File: src/rtl/uart_cmd_parser.sv
`default_nettype none
// ============================================================================
// uart_cmd_parser : assembles 7-byte checksummed UART frames into DDS config
// Rev 1.0
// ============================================================================
module uart_cmd_parser #(
  parameter int SYS_CLK_FRE  = 50_000_000,
  parameter int TIMEOUT_CLKS = (SYS_CLK_FRE / 9600) * 20,
  parameter int TO_W         = 20
) (
  input  logic        sys_clk,
  input  logic        sys_rst_n,
  input  logic        rx_valid,
  input  logic [7:0]  rx_data,
  output logic [31:0] freq_word,
  output logic [11:0] phase_word,
  output logic [1:0]  wave_sel,
  output logic [7:0]  amp_word,
  output logic        cfg_update,
  output logic        chk_err,
  output logic        cmd_err,
  output logic        timeout_err
);

  typedef enum logic [1:0] {
    ST_IDLE = 2'd0,
    ST_CMD  = 2'd1,
    ST_DATA = 2'd2,
    ST_CHK  = 2'd3
  } state_t;

  localparam logic [TO_W-1:0] TO_LAST = TO_W'(TIMEOUT_CLKS - 1);
  localparam logic [7:0]      SYNC    = 8'h55;

  state_t          state, state_nx;
  logic            rx_valid_d;
  logic            accept;
  logic            to_hit;
  logic            sum_ok;
  logic [7:0]      cmd;
  logic [7:0]      sum;
  logic [31:0]     shreg;
  logic [1:0]      byte_cnt;
  logic [TO_W-1:0] to_cnt;
  logic            upd_nx, chk_nx, cmderr_nx, to_nx;

  // A byte is taken only on the rising edge of the valid level.
  assign accept = rx_valid & ~rx_valid_d;
  assign to_hit = (state != ST_IDLE) && !accept && (to_cnt == TO_LAST);
  assign sum_ok = (rx_data == sum);

  always_comb begin
    state_nx  = state;
    upd_nx    = 1'b0;
    chk_nx    = 1'b0;
    cmderr_nx = 1'b0;
    to_nx     = 1'b0;
    if (to_hit) begin
      state_nx = ST_IDLE;
      to_nx    = 1'b1;
    end else if (accept) begin
      case (state)
        ST_IDLE: if (rx_data == SYNC) state_nx = ST_CMD;
        ST_CMD:  state_nx = ST_DATA;
        ST_DATA: if (byte_cnt == 2'd3) state_nx = ST_CHK;
        ST_CHK: begin
          state_nx = ST_IDLE;
          if (!sum_ok)
            chk_nx = 1'b1;
          else if (cmd >= 8'h01 && cmd <= 8'h04)
            upd_nx = 1'b1;
          else
            cmderr_nx = 1'b1;
        end
        default: state_nx = ST_IDLE;
      endcase
    end
  end

  always_ff @(posedge sys_clk or negedge sys_rst_n) begin
    if (!sys_rst_n) begin
      state       <= ST_IDLE;
      rx_valid_d  <= 1'b0;
      cmd         <= 8'h00;
      sum         <= 8'h00;
      shreg       <= 32'h0;
      byte_cnt    <= 2'd0;
      to_cnt      <= '0;
      freq_word   <= 32'h0;
      phase_word  <= 12'h0;
      wave_sel    <= 2'd0;
      amp_word    <= 8'hFF;
      cfg_update  <= 1'b0;
      chk_err     <= 1'b0;
      cmd_err     <= 1'b0;
      timeout_err <= 1'b0;
    end else begin
      state       <= state_nx;
      rx_valid_d  <= rx_valid;
      cfg_update  <= upd_nx;
      chk_err     <= chk_nx;
      cmd_err     <= cmderr_nx;
      timeout_err <= to_nx;

      if (state == ST_IDLE || accept || to_hit)
        to_cnt <= '0;
      else
        to_cnt <= to_cnt + TO_W'(1);

      if (accept) begin
        case (state)
          ST_CMD: begin
            cmd      <= rx_data;
            sum      <= rx_data;
            byte_cnt <= 2'd0;
          end
          ST_DATA: begin
            shreg    <= {shreg[23:0], rx_data};
            sum      <= sum + rx_data;
            byte_cnt <= byte_cnt + 2'd1;
          end
          default: ;
        endcase
      end

      // Shift register holds the complete payload by the time CHK is accepted.
      if (upd_nx) begin
        case (cmd)
          8'h01:   freq_word  <= shreg;
          8'h02:   phase_word <= shreg[11:0];
          8'h03:   wave_sel   <= shreg[1:0];
          8'h04:   amp_word   <= shreg[7:0];
          default: ;
        endcase
      end
    end
  end

endmodule
`default_nettype wire

File: config.mk
export PLATFORM = sky130hd
export DESIGN_NAME = uart_cmd_parser
export DESIGN_NICKNAME = d
export VERILOG_FILES = /design/src/rtl/uart_cmd_parser.sv
export SDC_FILE = /design/constraint.sdc
export NUM_CORES = 1
export LEC_CHECK = 0
export ABC_AREA = 1
export CAP_MARGIN = 40
export CORE_MARGIN = 2
export CORE_UTILIZATION = 56
export CTS_CLUSTER_SIZE = 40
export DETAILED_ROUTE_END_ITERATION = 8
export PLACE_DENSITY = 0.81
export SETUP_SLACK_MARGIN = 0.05
export SLEW_MARGIN = 30
export SYNTH_ARGS = -nofsm -noshare
export SYNTH_HDL_FRONTEND = slang
export SYNTH_SLANG_ARGS = --single-unit
File: constraint.sdc
create_clock -name sys_clk -period 2.6 [get_ports sys_clk]
set_clock_uncertainty 0.2 [all_clocks]
set_input_delay 0.52 -clock sys_clk [delete_from_list [all_inputs] [get_ports sys_clk]]
set_output_delay 0.52 -clock sys_clk [all_outputs]
set_load 0.01 [all_outputs]
======== After elaboration in Yosys (flattened, before gate mapping) ========
Cells that the tools add are included.
storage, ports and cells
  register bits ........................... 131
  input bits .............................. 11
  output and inout bits ................... 58
operators by class
  add/sub/neg operators ................... 3
  order comparisons ....................... 2
  equal/unequal tests ..................... 13
  muxes and demuxes ....................... 23
  bitwise logic cells ..................... 2
  reductions and logical operators ........ 18
operators with widths
  cell                                                                                  number
  20-bit by 1-bit adder with 20-bit output (second input constant)                      1
  20-bit by 17-bit == test with 1-bit output (second input constant)                    1
  20-bit two-way mux                                                                    1
  8-bit by 2-bit == test with 1-bit output (second input constant)                      2
  8-bit case mux with 2 select lines                                                    1
  1-bit two-way mux                                                                     15
  2-bit AND reduction                                                                   7
  8-bit adder                                                                           1
  8-bit by 1-bit == test with 1-bit output (second input constant)                      1
  8-bit by 3-bit == test with 1-bit output (second input constant)                      1
  8-bit by 7-bit == test with 1-bit output (second input constant)                      1
  8-bit == test                                                                         1
  8-bit by 1-bit greater-or-equal comparator with 1-bit output (second input constant)  1
  8-bit by 3-bit <= comparator with 1-bit output (second input constant)                1
  2-bit two-way mux                                                                     4
  2-bit case mux with 4 select lines                                                    1
  2-bit == test (second input constant)                                                 3
  3-bit != test (second input constant)                                                 2
  2-bit nonzero test                                                                    3
  2-bit case mux with 2 select lines                                                    1
  1-bit logical AND                                                                     3
  3-bit AND reduction                                                                   1
  2-bit by 1-bit adder with 2-bit output (second input constant)                        1
  2-bit by 1-bit == test with 1-bit output (second input constant)                      1
  5 further kinds                                                                       6

======== Depth between registers and ports, before layout ========
  depth in word-level cells ............... 8
  depth in mapped cells ................... 11
  gate-level depth less buffers ........... 11

======== Least setup slack after synthesis ========
OpenSTA, ideal clock, no wires.
  path kind ............................... input port to flip-flop
  from .................................... in rx_data[3]
  to ...................................... reg freq_word[0]
  arrival ................................. 1.861 ns
  setup slack ............................. 0.422 ns
  stages on the path ...................... 11
  cells stage by stage .................... ha_1 nor2_1 nand2_1 nor2_1 nand3_1 nor2_2 buf_4 nand3_2 buf_2 nand2_1 nand2_1
between the ends
  longest elaborated chain between the ends .. 6
RTL lines
  item                                  line  source
  from (decl)                           14    input logic [7:0] rx_data,
  8-bit == test                         50    assign sum_ok = (rx_data == sum);
  1-bit two-way mux                     68    if (!sum_ok)
  1-bit two-way mux                     62    case (state)
  1-bit two-way mux                     61    end else if (accept) begin
  1-bit two-way mux                     58    if (to_hit) begin
  2-bit AND reduction (no source line)  -
  to (signal assigned)                  129   8'h01: freq_word <= shreg;
  to (decl)                             15    output logic [31:0] freq_word,
No other way between the ends.
A chain may end at the register's enable or synchronous reset.

======== Worst setup path in the final report ========
  from .................................... reg amp_word[7]
  to ...................................... out amp_word[7]
RTL lines
  item                    line  source
  from (decl)             18    output logic [7:0] amp_word,
  from (signal assigned)  132   8'h04: amp_word <= shreg[7:0];
No word-level cell between the ends.

==> key figures <==
Run status
  – Status: complete, no violations

Clock network
  – # Post-CTS Setup Buffers: 0
  – CTS tree: built
  – Clk sinks: ~130
  – H-Tree Depth: 4
  – Root Driver: clkbuf_8
  – CTS clk-pin slew, worst paths: 0.06 ns
  – Post-CTS resize count: 0
  – Hold buffers post-CTS: 1
  – Clock buffer count from CTS: 17
  – Clock tree buffer depth: 2
  – Worst-Skew Late Latency: about 0.52 ns

Pwr
  – Switching power total: 2.24 mW
  – Seq pwr share: 40.4%
  – Logic pwr share: between 20% and 30%
  – Pwr/cell area: ~900 nW/µm²
  – Clock power share: 36.6%
  – LEAKAGE: around 3.7 nW
  – Max VDD drop: 0.492 mV
  – Sw Share: ~33%
  – Power Internal: about 4.6 mW

Min path
  – Hold Crit Class: in2reg
  – Hold Startpoint: rx_valid
  – Hold EP: rx_valid_d
  – Worst hold path stage count: 1

Synthesis
  – Synth cell count leaders: nand2_1, dfrtp_1, nor2_1, inv_1, o21ai_0
  – Area contributors post-synth: dfrtp_1, nand2_1, nand4_1
  – Async set or reset register ratio after synthesis: 100%
  – Synth cell types: 33
  – Avg Cell Area, Syn: 8.45 µm²
  – Post-synth top area share: about half
  – Mapped Nets: between 700 and 800
  – Area of the mapped netlist: just under 6000 µm²
  – Cell count after synthesis: between 700 and 800
  – Top-count cell post-synth: nand2_1
  – Synthesis Warnings: 0
  – Sequential-to-total area share from yosys stat: between 50% and 60%
  – Cell taking the most area after synthesis: dfrtp_1
  – Top_reg_cell synth: dfrtp_1
  – Number of enable flip-flop cells after synthesis: 0
  – Synthesis-stage register bit count: around 130

Finish
  – Synth-to-Final Area Change: 27.8%
  – Filler cell count in the final layout: 752
  – Final cell count without fillers: between 900 and 1000
  – Final Net Count: 824
  – Share of layout cells above drive strength 1: 9.99%
  – Final instance area: ~7600 µm²
  – Antenna Cells: 0

Critical path
  – Buffer and inverter count on the worst path: 1
  – Reg-to-reg slack, setup: between 0.3 and 0.4 ns
  – Crit Reg-Reg Startpoint: sum[6]
  – Family with the most delay on the worst path: flip-flops
  – R2R cell count: 10
  – Critical Path Max Stage Delay: 0.54 ns
  – CP cell instances: clkdlybuf4s50_1
  – Worst Path Arrival: between 1.5 and 2 ns
  – CP startpoint kind: flip-flop
  – CP max FO: 2
  – Worst r2r dst: wave_sel[1]
  – CP max-delay cell: dfstp_2
  – Worst EP required: ~1.9 ns
  – Worst Setup End Kind: primary output
  – WS Path Type: reg2out

Routing
  – WL final: ~14000 µm
  – Routed vias: 5204
  – Post-route ant nets: 0
  – Via/cell ratio: 5.50
  – Drt initial violations: about 430
  – Routed wire per std cell: approximately 15 µm
  – Detailed Routing Iterations Pass 1: 5
  – DRC Markers: 0

Timing
  – Final hold slack: approximately 0.26 ns
  – Final worst-path setup slack: roughly 0.28 ns
  – Highest clock rate: about 430 MHz
  – Min cycle time layout: roughly 2.3 ns
  – Setup violations, final: 0
  – Setup_tns: 0 ns
  – Hold Fails Final Rpt: 0
  – Fin crit share: between 80% and 90%
  – Slew Viols, Final: 0
  – Max-Slew Margin vs Limit: 62.4%
  – Worst Tran Pin Value: 0.564 ns
  – Unrepaired setup endpoints after global routing: no

Floorplanning
  – Initial Utilization: slightly below 60%
  – Die area: approximately 11000 µm²
  – Die Span X: around 110 µm
  – Die H: roughly 110 µm
  – I/O pin total: ~70
  – Row count: 37
  – Core outline area: roughly 10000 µm²

Placement
  – Placed Cells: between 900 and 1000
  – Placed Instance Area: about 7000 µm²
  – Port Buffers: 68
  – Post-place setup slack: -0.213 ns
  – Dpl hpwl: roughly 9700 µm
  – Placer Congestion: between 0.9 and 1

Run
  – MaxCap Viol Count: 0

Global route
  – Initial antenna violation count: 0
  – GRT busiest layer: met2
  – Met2 Track Usage GR: about 43%
  – Vias in the first global route: between 5000 and 6000
  – Met3 Usage GRT: under 10%
  – Met1 usage: around a third
  – GRT overflow: 0
  – First-pass GRT wire length: 23800 µm
  – Total track usage: between 20% and 30%
  – Pin count of the biggest net entering global routing: 48
## power groups by stage
stage	combinational, mW	sequential, mW	clock, mW
3_3_place_gp	1.45	2.74	0
2_1_floorplan	1.03	2.67	0
4_1_cts	1.55	2.74	2.51
3_5_place_dp	1.53	2.76	0
5_1_grt	1.76	2.79	2.62
6_report	1.56	2.75	2.49
## final cells by class
cell class	count	area (µm²)	share of cell area, %
tap	136	170	2.24
sequential	131	3290	43.2
clock buffer	17	414	5.44
inverter	59	221	2.91
multi-input combinational	488	2330	30.6
timing repair buffer	101	978	12.9
clock inverter	15	206	2.71
## layer usage
| metal | wire (µm) | vias up |
|---|---|---|
| met1 | 5940 | 2472 |
| met5 | 0 | - |
| li1 | - | 2477 |
| met4 | 364 | 0 |
| met3 | 948 | 35 |
| met2 | 6940 | 220 |
## placed cells by master, fill, tap and decap left out, types with 3 or more instances in the layout
cell type | synthesis | layout
nand2_1 | 240 | 240
dfrtp_1 | 123 | 123
clkdlybuf4s50_1 | 0 | 67
nor2_1 | 59 | 58
inv_1 | 57 | 57
o21ai_0 | 51 | 51
nand4_1 | 44 | 44
buf_4 | 1 | 29
nand3_1 | 23 | 23
clkbuf_16 | 0 | 16
ha_1 | 14 | 14
a21oi_1 | 12 | 12
nor3_1 | 9 | 9
o21ai_1 | 9 | 9
dfstp_2 | 8 | 8
xor2_1 | 6 | 6
xnor2_1 | 4 | 4
clkinv_2 | 0 | 4
clkinv_4 | 0 | 4
bufinv_16 | 0 | 4
buf_12 | 0 | 4
nor3b_1 | 3 | 3
nor2_2 | 2 | 3
## kinds of logic after synthesis
logic type,Yosys count,share of synthesized area [%]
mux,1,0.189
compound gates,77,6.70
flops,131,55.2
fa+ha+maj,15,3.28
simple gates,385,27.4
buf+inv,86,5.71
xor+xnor,10,1.47
## stage by stage
step,power [mW],util (%)
2_1_floorplan,3.70,-
3_3_place_gp,4.19,67.6
3_5_place_dp,4.29,67.6
4_1_cts,6.79,73.7
5_1_grt,7.17,73.7
6_report,6.80,73.7
## sequential cells by signal, summed over array words and instances (netlist names), 8 cells and up
signal / count
amp_word: 8
cmd: 8
freq_word: 32
phase_word: 12
shreg: 32
sum: 8
to_cnt: 20
## worst max-delay path by stage
stage | endpoint | from | cells past startpoint | slack (ns)
global placement | wave_sel[1] | rx_data[5] | 11 | -0.12
floorplan | freq_word[0] | rx_data[3] | 11 | 0.42
finish | amp_word[7] | amp_word[7] | 1 | 0.28
global route | wave_sel[0] | rx_data[5] | 11 | 0.13
detailed placement | wave_sel[1] | rx_data[5] | 11 | -0.21
CTS | amp_word[7] | amp_word[7] | 1 | 0.27
Power figures use the tool's default switching activity.
